**config.mk**
```make
export PLATFORM = sky130hd
export DESIGN_NAME = mips_fetch_queue
export DESIGN_NICKNAME = d
export VERILOG_FILES = /design/src/rtl/mips_fetch_queue.sv
export SDC_FILE = /design/constraint.sdc
export NUM_CORES = 1
export LEC_CHECK = 0
export ABC_AREA = 1
export CAP_MARGIN = 20
export CORE_MARGIN = 3
export CORE_UTILIZATION = 60
export DETAILED_ROUTE_END_ITERATION = 10
export DONT_BUFFER_PORTS = 1
export HOLD_SLACK_MARGIN = 0.02
export PLACE_DENSITY = 0.85
export SLEW_MARGIN = 20
export SYNTH_ARGS = -nofsm -noshare
export SYNTH_HDL_FRONTEND = slang
export SYNTH_SLANG_ARGS = --single-unit
```
**constraint.sdc**
```tcl
create_clock -name clk_87 -period 7.7 [get_ports clk_87]
set_input_delay 1.54 -clock clk_87 [delete_from_list [all_inputs] [get_ports clk_87]]
set_output_delay 1.54 -clock clk_87 [all_outputs]
set_load 0.005 [all_outputs]
```
**src/rtl/mips_fetch_queue.sv**
```systemverilog
// mips_fetch_queue
// Instruction-fetch front end for the 5-stage MIPS pipe. In-order requests
// go to a variable-latency instruction memory. Responses are buffered in a
// DEPTH-entry prefetch FIFO that feeds the IF/ID register. Decode can hold
// the IF/ID register (stall). A branch/jump redirect flushes the front end
// and refetches from the target.
//
// Credit scheme: a new request is issued only while the buffered entries
// plus the outstanding requests stay below DEPTH. Every response therefore
// has a FIFO slot reserved for it. Responses that a redirect turns stale
// keep their credit until they return and are discarded.

module mips_fetch_queue #(
   parameter int unsigned           ADDR_WIDTH  = 32,
   parameter int unsigned           INSTR_WIDTH = 32,
   parameter int unsigned           DEPTH       = 4,
   parameter logic [ADDR_WIDTH-1:0] RESET_PC    = {ADDR_WIDTH{1'b0}},
   parameter logic [ADDR_WIDTH-1:0] PC_STEP     = ADDR_WIDTH'(4)
) (
   input  logic                   clk_87,
   input  logic                   rst_87,
   output logic                   imem_req_87,
   output logic [ADDR_WIDTH-1:0]  imem_addr_87,
   input  logic                   imem_gnt_87,
   input  logic                   imem_rvalid_87,
   input  logic [INSTR_WIDTH-1:0] imem_rdata_87,
   input  logic                   stall_87,
   input  logic                   redirect_87,
   input  logic [ADDR_WIDTH-1:0]  redirect_pc_87,
   output logic [INSTR_WIDTH-1:0] instr_id_87,
   output logic [ADDR_WIDTH-1:0]  pc_id_87,
   output logic                   valid_id_87
);

   localparam int unsigned CW = $clog2(DEPTH + 1);
   localparam int unsigned PW = $clog2(DEPTH);
   localparam logic [CW:0]   DEPTH_W  = (CW + 1)'(DEPTH);
   localparam logic [PW-1:0] LAST_PTR = PW'(DEPTH - 1);

   // Fetch/response program counters
   logic [ADDR_WIDTH-1:0]  r_fetch_pc;
   logic [ADDR_WIDTH-1:0]  r_resp_pc;

   // Occupancy, outstanding requests, and stale responses still to discard
   logic [CW-1:0]          r_count;
   logic [CW-1:0]          r_infl;
   logic [CW-1:0]          r_drop;

   // Prefetch FIFO storage and circular pointers
   logic [INSTR_WIDTH-1:0] r_fifo_instr [DEPTH];
   logic [ADDR_WIDTH-1:0]  r_fifo_pc    [DEPTH];
   logic [PW-1:0]          r_wr_ptr;
   logic [PW-1:0]          r_rd_ptr;

   // IF/ID register
   logic [INSTR_WIDTH-1:0] r_instr_id;
   logic [ADDR_WIDTH-1:0]  r_pc_id;
   logic                   r_valid_id;

   // Combinational control
   logic [CW:0]            w_occ;
   logic                   w_credit_ok;
   logic                   w_req;
   logic                   w_fire;
   logic                   w_push;
   logic                   w_pop;
   logic                   w_discard;
   logic [CW-1:0]          w_infl_next;
   logic [CW-1:0]          w_drop_next;
   logic [CW-1:0]          w_count_next;
   logic [PW-1:0]          w_wr_ptr_next;
   logic [PW-1:0]          w_rd_ptr_next;

   // Circular pointer advance; DEPTH need not be a power of two
   function automatic logic [PW-1:0] ptr_inc(input logic [PW-1:0] ptr);
      logic [PW-1:0] nxt;
      if (ptr == LAST_PTR) begin
         nxt = {PW{1'b0}};
      end else begin
         nxt = ptr + PW'(1);
      end
      return nxt;
   endfunction

   // Request issue, response acceptance and FIFO pop decisions
   always_comb begin
      w_occ       = {1'b0, r_count} + {1'b0, r_infl};
      w_credit_ok = (w_occ < DEPTH_W);
      w_req       = rst_87 & ~redirect_87 & w_credit_ok;
      w_fire      = w_req & imem_gnt_87;
      // A response is consumed either as a stale drop or as a FIFO push
      w_discard   = imem_rvalid_87 & ((r_drop != {CW{1'b0}}) | redirect_87);
      w_push      = rst_87 & imem_rvalid_87 & ~redirect_87 & (r_drop == {CW{1'b0}});
      w_pop       = ~redirect_87 & ~stall_87 & (r_count != {CW{1'b0}});
   end

   // Next-state values of the credit counters and FIFO pointers
   always_comb begin
      w_infl_next   = r_infl + CW'(w_fire) - CW'(imem_rvalid_87);
      w_drop_next   = r_drop;
      w_count_next  = r_count;
      w_wr_ptr_next = r_wr_ptr;
      w_rd_ptr_next = r_rd_ptr;
      if (redirect_87) begin
         // All outstanding responses, including one returning now, go stale
         w_drop_next   = w_infl_next;
         w_count_next  = {CW{1'b0}};
         w_wr_ptr_next = {PW{1'b0}};
         w_rd_ptr_next = {PW{1'b0}};
      end else begin
         if (imem_rvalid_87 && (r_drop != {CW{1'b0}})) begin
            w_drop_next = r_drop - CW'(1);
         end else begin
            w_drop_next = r_drop;
         end
         w_count_next = r_count + CW'(w_push) - CW'(w_pop);
         if (w_push) begin
            w_wr_ptr_next = ptr_inc(r_wr_ptr);
         end else begin
            w_wr_ptr_next = r_wr_ptr;
         end
         if (w_pop) begin
            w_rd_ptr_next = ptr_inc(r_rd_ptr);
         end else begin
            w_rd_ptr_next = r_rd_ptr;
         end
      end
   end

   // Fetch and response PC tracking; PC arithmetic wraps at 2^ADDR_WIDTH
   always_ff @(posedge clk_87) begin
      if (!rst_87) begin
         r_fetch_pc <= RESET_PC;
         r_resp_pc  <= RESET_PC;
      end else if (redirect_87) begin
         r_fetch_pc <= redirect_pc_87;
         r_resp_pc  <= redirect_pc_87;
      end else begin
         if (w_fire) begin
            r_fetch_pc <= r_fetch_pc + PC_STEP;
         end
         if (w_push) begin
            r_resp_pc <= r_resp_pc + PC_STEP;
         end
      end
   end

   // Credit counters and FIFO pointers
   always_ff @(posedge clk_87) begin
      if (!rst_87) begin
         r_count  <= {CW{1'b0}};
         r_infl   <= {CW{1'b0}};
         r_drop   <= {CW{1'b0}};
         r_wr_ptr <= {PW{1'b0}};
         r_rd_ptr <= {PW{1'b0}};
      end else begin
         r_count  <= w_count_next;
         r_infl   <= w_infl_next;
         r_drop   <= w_drop_next;
         r_wr_ptr <= w_wr_ptr_next;
         r_rd_ptr <= w_rd_ptr_next;
      end
   end

   // Write an accepted response with its PC at the FIFO tail
   always_ff @(posedge clk_87) begin
      if (w_push) begin
         r_fifo_instr[r_wr_ptr] <= imem_rdata_87;
         r_fifo_pc[r_wr_ptr]    <= r_resp_pc;
      end
   end

   // IF/ID register: redirect bubbles, stall holds, otherwise pop or bubble
   always_ff @(posedge clk_87) begin
      if (!rst_87) begin
         r_instr_id <= {INSTR_WIDTH{1'b0}};
         r_pc_id    <= {ADDR_WIDTH{1'b0}};
         r_valid_id <= 1'b0;
      end else if (redirect_87) begin
         r_valid_id <= 1'b0;
      end else if (!stall_87) begin
         if (r_count != {CW{1'b0}}) begin
            r_instr_id <= r_fifo_instr[r_rd_ptr];
            r_pc_id    <= r_fifo_pc[r_rd_ptr];
            r_valid_id <= 1'b1;
         end else begin
            r_valid_id <= 1'b0;
         end
      end else begin
         r_valid_id <= r_valid_id;
      end
   end

   assign imem_req_87  = w_req;
   assign imem_addr_87 = r_fetch_pc;
   assign instr_id_87  = r_instr_id;
   assign pc_id_87     = r_pc_id;
   assign valid_id_87  = r_valid_id;

endmodule

```
==> metrics.txt <==
Ys Warns=0; Worst Max-Slew Pin Slew=1.10 ns; post-cts gate resize count=0; average vias per placed instance=5.94; die area=0.0295 mm²; CTS HTree Levels=2; Seq/Total Area, Yosys=63.8%; main combinational cell family by area after synthesis=simple AND/OR/NAND/NOR gates; NumNets Final=1727; Post-synth EDFFs=256; critical path arrival=4.25 ns; ys async rst share=0%; die width=172 µm; Post-Syn Area per Cell=9.86 µm²; cts bufs inserted=39; setup TNS=0 ns; Worst Hold Class=reg2reg; WL per Instance=19.0 µm; CP endpoint kind=flop; final worst path period need=3.80 ns; CORE AREA=0.0270 mm²; Peak VDD IR=0.136 mV; final period utilization=49.4%; Cells after Synth=1674; Max Cap Viol=0; GRT overflow=0; max incr delay on CP=0.69 ns; sequential share of power=54.8%; Setup Buffers After CTS=0; clock network fraction of design power=41.3%; TritonCTS clock tree=done; synthesized-area fraction occupied by adder cells=1.38%; critical setup path kind=in2reg; Post-synth top flop=edfxtp_1; input/output buffers=0; fmax=263 MHz; Syn Nets=1761; Max-slew headroom=26.4%; DPL Wire Length=22.3 mm; XOR/XNOR share of the synthesized area=1.01%; Final Hold Vio Count=0; Critical Path RT=8.15 ns; cts hold-fix bufs=0; Detailed Routing Iterations Pass 1=5; CP startpoint=rst_87; largest net degree at the start of global routing=129; vias after detailed routing=11936; Bufs and invs on worst path=3; Critical-path top delay cell=inv_2; Overall Global Routing Usage=25.4%; Final Wtd Congestion=0.923; mux cell area share after synthesis=0%; most common cell after layout, fill and taps aside=nor2_1; leakage power=6.34 nW; Simple-Gate Fraction of Synth Area=16.9%; share of layout cells above drive strength 1=5.57%; hold wc startpoint=imem_addr_87[1]$_SDFFE_PN0P_; RSZ-0062 raised after global routing=no; Remaining DRCs=0; Final setup viols=0; Net Sw Frac=21.3%; top cell family by delay on the critical path=simple AND/OR/NAND/NOR gates; Initial Util=61.1%; crit path launch type=input pin; PD cells=243 mW/mm²; CP Cell Sequence=inv_2 > nor2_4 > nand2_4 > ha_1 > inv_1 > ha_1 > inv_1 > fa_1 > xnor2_1 > or2_2 > a21oi_1; clk slew on worst S/H paths=0.06 ns; Clock Latency Late Sink=0.52 ns; Pwr Total=4.34 mW; synthesized flop and latch total=398; Antenna diodes=0; die height=172 µm; Area Growth Syn to Fin=8.32%; Worst Skew=0.00941 ns; clk buf depth=3; outcome=complete, no violations; number of DRC markers in iteration 0=1282; CTS Sinks=398; Fillers=1953; initial antenna violation count=0; num rows=60; Antenna Nets Post-Route=0; crit path max fanout=77; routed wire length=38.3 mm; vias in the first global route=11392; Synth Cell Area=0.0165 mm²; # IOs=168; root buffer cell=clkbuf_16; Final Max Tran Viols=0; Cell variety after synth=41; Switch Pwr=0.924 mW; Reg-to-Reg Start=r_count[2]$_SDFF_PP0_; most frequent cells in the layout=343 x nor2_1, 256 x edfxtp_1, 235 x nand2_1; Comb pwr share=3.9%; first-pass GRT wire length=59.4 mm; compound-gate portion of the synthesized area=12.6%; Int Pwr=3.42 mW
-- through the flow --
stage | hold WS [ns] | utilization (%) | area, µm² | setup WS [ns] | std cells
global placement | 0.508 | 61.7 | 16700 | 3.48 | 1940
floorplan | 0.452 | - | 16500 | 2.46 | 1674
finish | 0.517 | 66.1 | 17900 | 3.90 | 2011
CTS | 0.524 | 66.1 | 17900 | 3.95 | 2011
global route | 0.542 | 66.1 | 17900 | 3.72 | 2011
detailed placement | 0.518 | 61.7 | 16700 | 3.41 | 1940
-- registers in the layout (all words and copies together), names as in the netlist --
name / flops
r_fifo_instr: 128
pc_id_87: 32
valid_id_87: 1
r_count: 3
r_infl: 3
instr_id_87: 32
imem_addr_87: 32
r_drop: 3
r_rd_ptr: 2
r_fifo_pc: 128
r_resp_pc: 32
r_wr_ptr: 2
-- cell families (layout without fill, tap and decap cells) --
| kind of cell | Yosys count | count (layout) |
|---|---|---|
| simple gates | 683 | 683 |
| fa+ha+maj | 17 | 17 |
| flops | 398 | 398 |
| compound gates | 381 | 381 |
| buf+inv | 176 | 172 |
| xor+xnor | 19 | 19 |
-- Yosys cell counts (13+ instances only) --
master | instances | area share, %
buf_2 | 28 | 0.85
nor2_1 | 347 | 7.9
nand3_1 | 58 | 1.8
o21ai_0 | 214 | 6.5
clkbuf_1 | 41 | 0.93
inv_1 | 82 | 1.9
dfxtp_1 | 142 | 17
nand2_1 | 235 | 5.3
ha_1 | 15 | 1.1
xor2_1 | 13 | 0.69
a21oi_1 | 54 | 1.6
edfxtp_1 | 256 | 47
a31oi_1 | 76 | 2.9
-- tightest hold or removal path: stages (launching register included) --
cell	delay (ns)
dfxtp_1	0.33
nand2_1	0.06
o21ai_0	0.07
-- layout make-up --
| type | instances | area, µm² | share of cell area [%] |
|---|---|---|---|
| clock buffers | 62 | 1120 | 6.29 |
| clock inverters | 9 | 80.1 | 0.448 |
| inverters | 92 | 347 | 1.94 |
| well taps | 341 | 427 | 2.39 |
| multi-input cells | 1100 | 5290 | 29.6 |
| repair buffers | 9 | 75.1 | 0.420 |
| flip-flops and latches | 398 | 10500 | 58.9 |
-- power by group through the flow --
| stage | clock [mW] | combinational [mW] | sequential, mW |
|---|---|---|---|
| floorplan | 0 | 0.141 | 2.40 |
| global placement | 0 | 0.161 | 2.42 |
| detailed placement | 0 | 0.168 | 2.42 |
| CTS | 1.82 | 0.170 | 2.38 |
| global route | 1.89 | 0.196 | 2.39 |
| finish | 1.79 | 0.171 | 2.38 |
-- worst paths after layout --
kind                                                endpoint  slack (ns)  cells after the start
worst max-delay path                   r_count[2]$_SDFF_PP0_        3.90                     11
worst min-delay path            imem_addr_87[1]$_SDFFE_PN0P_        0.52                      2
worst max register to register        r_drop[2]$_SDFFE_PN0P_        4.98                     11
worst min register to register  imem_addr_87[1]$_SDFFE_PN0P_        0.52                      2
-- per-layer routing --
metal | track usage, % | vias to the layer above | routed length, µm
li1 | - | 5686 | -
met1 | 32.8 | 5631 | 15000
met4 | 7.32 | 0 | 785
met3 | 7.29 | 67 | 4270
met5 | 0 | - | 0
met2 | 42.2 | 552 | 18200
No activity file was read; power rests on OpenSTA's default activity.
